**config.mk**
```make
export PLATFORM = sky130hd
export DESIGN_NAME = mem_access_seq
export DESIGN_NICKNAME = d
export VERILOG_FILES = /design/src/rtl/mem_map_pkg.sv /design/src/rtl/mem_region_decode.sv /design/src/rtl/mem_access_seq.sv
export SDC_FILE = /design/constraint.sdc
export NUM_CORES = 1
export LEC_CHECK = 0
export CAP_MARGIN = 30
export CORE_ASPECT_RATIO = 0.6
export CORE_MARGIN = 2
export CORE_UTILIZATION = 50
export DETAILED_ROUTE_END_ITERATION = 12
export GPL_TIMING_DRIVEN = 0
export PLACE_DENSITY = 0.83
export SKIP_CTS_REPAIR_TIMING = 1
export SLEW_MARGIN = 5
export SYNTH_ARGS = -nofsm -noshare
export SYNTH_HDL_FRONTEND = slang
export SYNTH_SLANG_ARGS = --single-unit
```
**constraint.sdc**
```tcl
create_clock -name CLK -period 3.15 [get_ports CLK]
set_clock_uncertainty 0.05 [all_clocks]
set_input_delay 0.63 -clock CLK [delete_from_list [all_inputs] [get_ports CLK]]
set_output_delay 0.63 -clock CLK [all_outputs]
set_load 0.03 [all_outputs]
```
**src/rtl/mem_map_pkg.sv**
```systemverilog
// Memory map, access classes and FSM state encoding shared by the
// memory access sequencer and its address decoder.
package mem_map_pkg;

   typedef enum logic [2:0] {
      IDLE        = 3'd0,
      RD          = 3'd1,
      WR_SETUP    = 3'd2,
      WR_STROBE   = 3'd3,
      UART_WAIT   = 3'd4,
      UART_STROBE = 3'd5,
      ERR         = 3'd6
   } state_e;

   typedef enum logic [2:0] {
      RAM2_RD = 3'd0,
      RAM2_WR = 3'd1,
      RAM1_RD = 3'd2,
      RAM1_WR = 3'd3,
      UART_RD = 3'd4,
      UART_WR = 3'd5,
      STAT_RD = 3'd6,
      ILLEGAL = 3'd7
   } access_e;

   // Writes below SYS_CODE_END would overwrite system code.
   localparam logic [15:0] SYS_CODE_END       = 16'h4000;
   // RAM2 holds 0x0000-0x7FFF, RAM1 holds 0x8000-0xFFFF.
   localparam logic [15:0] RAM1_BASE          = 16'h8000;
   localparam logic [15:0] UART_DATA_ADDR_DEF = 16'hBF00;
   localparam logic [15:0] UART_STAT_ADDR_DEF = 16'hBF01;
   localparam int          TIMEOUT_DEF        = 255;
   localparam int          CNT_W              = 8;

   // Accesses that land on RAM2, which shares its bus with instruction fetch.
   function automatic logic is_ram2(access_e cls);
      return (cls == RAM2_RD) || (cls == RAM2_WR);
   endfunction

endpackage

```
**src/rtl/mem_region_decode.sv**
```systemverilog
// Classifies the MEM-stage address and direction into an access class.
module mem_region_decode
   import mem_map_pkg::*;
#(
   parameter logic [15:0] UART_DATA_ADDR = UART_DATA_ADDR_DEF
) (
   input  logic        mem_rd_i,
   input  logic        mem_wr_i,
   input  logic [15:0] mem_addr_i,
   output logic [2:0]  cls_o
);

   localparam logic [15:0] UART_STAT_ADDR = UART_DATA_ADDR + 16'd1;

   access_e cls;

   // Priority: conflicting request, UART registers, then RAM regions.
   always_comb begin
      cls = ILLEGAL;
      if (mem_rd_i && mem_wr_i) begin
         cls = ILLEGAL;
      end else if (mem_addr_i == UART_DATA_ADDR) begin
         cls = mem_rd_i ? UART_RD : UART_WR;
      end else if (mem_addr_i == UART_STAT_ADDR) begin
         cls = mem_rd_i ? STAT_RD : ILLEGAL;
      end else if (mem_addr_i < RAM1_BASE) begin
         if (mem_rd_i)
            cls = RAM2_RD;
         else
            cls = (mem_addr_i < SYS_CODE_END) ? ILLEGAL : RAM2_WR;
      end else begin
         cls = mem_rd_i ? RAM1_RD : RAM1_WR;
      end
   end

   assign cls_o = cls;

endmodule

```
**src/rtl/mem_access_seq.sv**
```systemverilog
// MEM-stage access sequencer: drives RAM1/RAM2 and UART strobes, stalls the
// pipeline while an access is in flight and reports completion/errors.
// All strobes decode registered state only, so reset clears them at once.
module mem_access_seq
   import mem_map_pkg::*;
#(
   parameter int          TIMEOUT        = TIMEOUT_DEF,
   parameter logic [15:0] UART_DATA_ADDR = UART_DATA_ADDR_DEF
) (
   input  logic        CLK,
   input  logic        RST,
   input  logic        mem_rd,
   input  logic        mem_wr,
   input  logic [15:0] mem_addr,
   input  logic        tbre,
   input  logic        tsre,
   input  logic        data_ready,
   output logic        sel_data,
   output logic        ram_oe_n,
   output logic        ram_we_n,
   output logic        ram_sel,
   output logic        uart_rdn,
   output logic        uart_wrn,
   output logic        mem_stall,
   output logic        if_stall,
   output logic        mem_done,
   output logic        mem_err
);

   localparam logic [CNT_W-1:0] CNT_LAST = CNT_W'(TIMEOUT - 1);

   state_e           state_q, state_d;
   access_e          cls_q, cls_d;
   logic [CNT_W-1:0] cnt_q, cnt_d;
   logic [2:0]       cls_raw;
   access_e          cls_dec;
   logic             uart_ready;

   mem_region_decode #(
      .UART_DATA_ADDR(UART_DATA_ADDR)
   ) u_decode (
      .mem_rd_i  (mem_rd),
      .mem_wr_i  (mem_wr),
      .mem_addr_i(mem_addr),
      .cls_o     (cls_raw)
   );

   assign cls_dec = access_e'(cls_raw);

   // The transmitter needs both holding and shift registers empty; receive
   // only needs a byte waiting.
   assign uart_ready = (cls_q == UART_WR) ? (tbre & tsre) : data_ready;

   // State, latched access class and UART wait counter.
   always_ff @(posedge CLK or posedge RST) begin
      if (RST) begin
         state_q <= IDLE;
         cls_q   <= RAM2_RD;
         cnt_q   <= '0;
      end else begin
         state_q <= state_d;
         cls_q   <= cls_d;
         cnt_q   <= cnt_d;
      end
   end

   // Next state: the class is captured once in IDLE so a request dropped
   // mid-access still runs its sequence to completion.
   always_comb begin
      state_d = state_q;
      cls_d   = cls_q;
      cnt_d   = cnt_q;
      case (state_q)
         IDLE: begin
            cnt_d = '0;
            if (mem_rd || mem_wr) begin
               cls_d = cls_dec;
               case (cls_dec)
                  RAM2_RD, RAM1_RD, STAT_RD: state_d = RD;
                  RAM2_WR, RAM1_WR:          state_d = WR_SETUP;
                  UART_RD, UART_WR:          state_d = UART_WAIT;
                  default:                   state_d = ERR;
               endcase
            end
         end
         RD:          state_d = IDLE;
         WR_SETUP:    state_d = WR_STROBE;
         WR_STROBE:   state_d = IDLE;
         UART_WAIT: begin
            if (uart_ready)
               state_d = UART_STROBE;
            else if (cnt_q == CNT_LAST)
               state_d = ERR;
            else
               cnt_d = cnt_q + 1'b1;
         end
         UART_STROBE: state_d = IDLE;
         ERR:         state_d = IDLE;
         default:     state_d = IDLE;
      endcase
   end

   // Output decode from registered state and class only.
   always_comb begin
      sel_data = 1'b0;
      ram_oe_n = 1'b1;
      ram_we_n = 1'b1;
      ram_sel  = 1'b0;
      uart_rdn = 1'b1;
      uart_wrn = 1'b1;
      mem_done = 1'b0;
      mem_err  = 1'b0;
      case (state_q)
         RD: begin
            ram_sel  = ~is_ram2(cls_q);
            sel_data = is_ram2(cls_q);
            // Status reads come from the UART mux, not from RAM.
            ram_oe_n = (cls_q == STAT_RD);
            mem_done = 1'b1;
         end
         WR_SETUP: begin
            ram_sel  = ~is_ram2(cls_q);
            sel_data = is_ram2(cls_q);
         end
         WR_STROBE: begin
            ram_sel  = ~is_ram2(cls_q);
            sel_data = is_ram2(cls_q);
            ram_we_n = 1'b0;
            mem_done = 1'b1;
         end
         UART_WAIT: begin
            ram_sel = 1'b1;
         end
         UART_STROBE: begin
            ram_sel  = 1'b1;
            uart_wrn = (cls_q != UART_WR);
            uart_rdn = (cls_q != UART_RD);
            mem_done = 1'b1;
         end
         ERR: begin
            mem_done = 1'b1;
            mem_err  = 1'b1;
         end
         default: ;
      endcase
   end

   // Stalls release in the completion cycle so the pipeline advances on it.
   assign mem_stall = (mem_rd | mem_wr) & ~mem_done;
   assign if_stall  = mem_stall | sel_data;

endmodule

```
* After elaboration in Yosys (flattened, before gate mapping)
Index checks and enable logic that the tools add are counted.
Word-level totals: bits in read-only memories 0, output and inout bits 10, bits in latches 0, input port bits 23, logic and storage cells 78, bits in registers 14, bits in writable memories 0, memories 0
Cells by class: muxes and demuxes 26, $add $sub $neg 1, shifts and indexed selects 0, bitwise operators 6, order comparisons 2, eq/ne operators 24, reductions and logical operators 16, div/mod/pow operators 0, multipliers 0
Operator list (count):
- == test 16 bit (second input constant) | 2
- two-way mux 3 bit | 9
- == test 3 bit (second input constant) | 8
- one-hot mux 3 bit (3 select lines) | 2
- < comparator 16 x 15 -> 1 bit (second input constant) | 1
- < comparator 16 bit (second input constant) | 1
- two-way mux 8 bit | 2
- one-hot mux 8 bit (2 select lines) | 1
- == test 3 x 2 -> 1 bit (second input constant) | 4
- two-way mux 1 bit | 11
- == test 3 x 1 -> 1 bit (second input constant) | 3
- logical NOT 3 bit | 3
- inequality test 3 bit (second input constant) | 3
- adder 8 x 1 -> 8 bit (second input constant) | 1
- == test 8 bit (second input constant) | 1
- inequality test 2 bit (second input constant) | 3
- OR reduction 2 bit | 3
- OR reduction 3 bit | 2
- AND reduction 2 bit | 2
- OR reduction 4 bit | 1
- AND reduction 3 bit | 1
- AND 1 bit | 2
- logical OR 1 bit | 2
- inverter 1 bit | 2
- other kinds (4) | 5

* Longest topological paths before layout
word-level depth 12, gate-level depth with buffers 7, mapped depth without buffers 6

* Modules after synthesis
A second synthesis with hierarchy kept.
Second synthesis, totals: cells, all modules 112, area total of the unflattened synthesis 1028.5 µm²
Modules (own cells, without submodules):
- mem_access_seq | seq. area each 350.3 µm², times used 1, area each 943.4 µm², cells an instance 98
- mem_region_decode | seq. area each 0.0 µm², times used 1, area each 85.1 µm², cells an instance 14

* Worst setup path after synthesis
No wires, ideal clock.
path type register to output, from register state_q[1], to output if_stall, data required time 2.470 ns, path buffers 1, setup slack 0.480 ns, stages on the path, launching flop included 6, data arrival time 1.990 ns, cell sequence dfrtp_1 > buf_2 > nand2_1 > xnor2_1 > nor2_1 > or2_2
Between the ends: word-level cells in the longest chain between the ends 6, elaborated cells between the ends (all ways) 12, those cells by class eq/ne: 5; mux: 2; bitwise: 3; reduce/logical: 2
Ends and longest elaborated chain:
- from (decl) | RTL line mem_access_seq.sv:32 | state_e state_q, state_d;
- from (signal assigned) | RTL line mem_access_seq.sv:61 | state_q <= state_d;
- == test 3 bit, or another cell as far along | RTL line mem_access_seq.sv:113 | case (state_q)
- OR reduction 4 bit (no source line) *
- two-way mux 1 bit * | RTL line mem_access_seq.sv:113
- via mem_done | RTL line mem_access_seq.sv:26 | output logic mem_done,
- inverter 1 bit * | RTL line mem_access_seq.sv:149 | assign mem_stall = (mem_rd | mem_wr) & ~mem_done;
- AND 1 bit * | RTL line mem_access_seq.sv:149
- via mem_stall | RTL line mem_access_seq.sv:24 | output logic mem_stall,
- bitwise OR 1 bit * | RTL line mem_access_seq.sv:150 | assign if_stall = mem_stall | sel_data;
- to (decl) | RTL line mem_access_seq.sv:25 | output logic if_stall,
The timed path passes the listed nets; every way through them passes the cells marked *.

* Final worst setup path
from input mem_rd, to output mem_stall
Between the ends: word-level cells in the longest chain between the ends 2
Ends and longest elaborated chain:
- from (decl) | RTL line mem_access_seq.sv:12 | input logic mem_rd,
- bitwise OR 1 bit | RTL line mem_access_seq.sv:149
- AND 1 bit | RTL line mem_access_seq.sv:149
- to (decl) | RTL line mem_access_seq.sv:24
Every way passes these cells.

==> results.ini <==
[sta]
drv_slew=0
relSlewSlack_pct=46.90
fin_crit_sh_pct=94.72
worst_pin_slew_ns=0.7905
holdWs_ns=0.5017
rsz0062_at_grt=false
period_minus_slack_ns=2.984
max_clock_freq_ghz=0.3351
setup_ws_ns=0.1662
hold_violations=0
finalSetupViolations=0

[clock_tree]
clk_pin_slew_worst_paths_ns=0.06
htree_levels=1
insertion_delay_ns=0.25
cts.sinks=14
cts_inserted_buffers=3
clockBufferDepth=2
root_buffer=clkbuf_8
cts_tree=built

[pwr]
finalPower_uw=1075
power.density_nw_per_um2=713.3
irDropWorstVdd_mv=0.6280
leakage_uw=0.0006127

[cells_and_area]
multi_input_area_um2=696.9
layout_common_cells=31 x clkdlybuf4s50_1, 17 x nand2_1, 17 x nor2_1, 14 x dfrtp_1, 9 x nand3_1
fillers=175
layout-drive-gt1-share_pct=6.818
area_growth_pct=36.51
seqCellArea_um2=350.3
final_nets=203
final_core_util_pct=70.70
layout_commonest_cell=clkdlybuf4s50_1
num_antenna_cells=0

[yosys]
yosys_warnings=0
synth.avg_cell_area_um2=7.827
synth_cell_types=47
ys_seq_area_share_pct=31.75
async_flop_share_pct=100.0
synth-edff-count=0
synth_top_flop_cell=dfrtp_1
synthesis.nets=166
syn_inst=141
synth-seq-cells=14
synthesis.area_um2=1104

[grt]
grt_pass1_wl_um=5106
grt.total_usage_pct=26.48
grt_antenna_before_repair=0
met2_usage_pct=40.63
grtUsageMet3_pct=8.708
grt_use_met1_pct=37.40
top_usage_layer=met2
grt_pass1_vias=1077
grt_overflow_total=0
grt_max_degree=15

[routing]
via_per_inst=6.097
ant_nets=0
drt-pass1-iter-count=5
drc_errors=0
first_iter_violations=131
vias=1256
wl_per_cell_um=15.59
wirelength_um=3212

[critical_path]
cp.arrival_ns=2.30
cp_max_fo=10
startpoint_type=input pin
setup.worst_path.class=in -> out
worstPathRequired_ns=2.47
end_kind=output port

[place]
post-place-ws_ns=-0.1047
io_buffer_count=32
dpl.hpwl_um=2516
place.gp.congestion=0.8279

[status]
status=finished, final reports clean

[floorplanning]
coreArea_um2=2131
dieArea_um2=2611
die_x_um=64.65
rows=13
die_h_um=40.39
io_pins=33
start_util_pct=51.79

[hold_path]
hold_path.class=reg -> reg

[job]
drv_cap=0

where the power goes:
part,switching [µW],internal [µW],total (µW)
clock network,64.9,84.7,150
registers,50.1,224,274
logic,396,255,651
layout make-up:
| type | count | share of cell area (%) |
|---|---|---|
| buffer | 8 | 2.326 |
| clock buffer | 3 | 2.741 |
| inverter | 6 | 1.495 |
| multi-input combinational | 113 | 46.26 |
| sequential | 14 | 23.26 |
| tap | 30 | 2.492 |
| timing repair buffer | 32 | 21.43 |
worst paths after layout:
check / from / endpoint / slack (ns) / depth (start not counted)
max in group asynchronous: RST / state_q[1] / 1.98 / 2
min in group asynchronous: RST / cls_q[1] / 0.69 / 2
max reg2reg: state_q[0] / cls_q[1] / 1.29 / 5
max: mem_rd / mem_stall / 0.17 / 5
min reg2reg: cls_q[0] / cls_q[0] / 0.50 / 2
min: cls_q[0] / cls_q[0] / 0.50 / 2
cell usage after synthesis, drive strengths merged, types with 2 or more instances:
master | instances | share of area (%)
nor4b | 2 | 1.6
nand4 | 3 | 1.7
o21ai | 4 | 1.8
clkbuf | 5 | 1.7
inv | 6 | 2.0
and3 | 2 | 1.1
and4 | 2 | 1.6
a31oi | 6 | 3.4
nor3b | 3 | 2.0
dfrtp | 14 | 32
nor2 | 17 | 5.8
o221ai | 2 | 1.6
or2 | 3 | 1.7
nand3b | 3 | 2.0
nand2 | 17 | 5.8
buf | 3 | 1.4
nand2b | 2 | 1.1
nor4 | 3 | 1.7
nor3 | 4 | 1.8
a21oi | 4 | 1.8
mux2i | 2 | 2.2
nand3 | 9 | 4.1
a211o | 2 | 1.6
ha | 2 | 2.3
critical path, stage by stage:
cell	delay [ns]
clkdlybuf4s50_1	0.49
clkbuf_2	0.24
nor2_1	0.10
nor2_1	0.14
clkdlybuf4s50_1	0.69
logic make-up after synthesis:
logic type | synth area share, %
flip-flops | 31.75
adder cells (fa/ha/maj) | 2.267
buffers and inverters | 5.102
AO/OA/AOI/OAI | 18.82
multiplexers | 3.174
AND/OR/NAND/NOR | 37.30
XOR/XNOR | 1.588
routing by layer:
metal	share of wire, %	wire length, µm
met1	47	1512
met5	0	0
met2	42	1346
met4	1.1	35
met3	9.9	317
through the flow:
stage	instance area [µm²]	instances	TNS [ns]
finish	1506	206	0
global route	1506	206	0
CTS	1503	206	-0.1219
detailed placement	1461	203	-0.1047
global placement	1461	203	-0.06020
floorplan	1104	141	0
state kept, by name (all words and copies together), names as in the netlist:
register  flops
cnt_q         8
state_q       3
cls_q         3
Note: power is estimated with default switching activity, not from simulation.
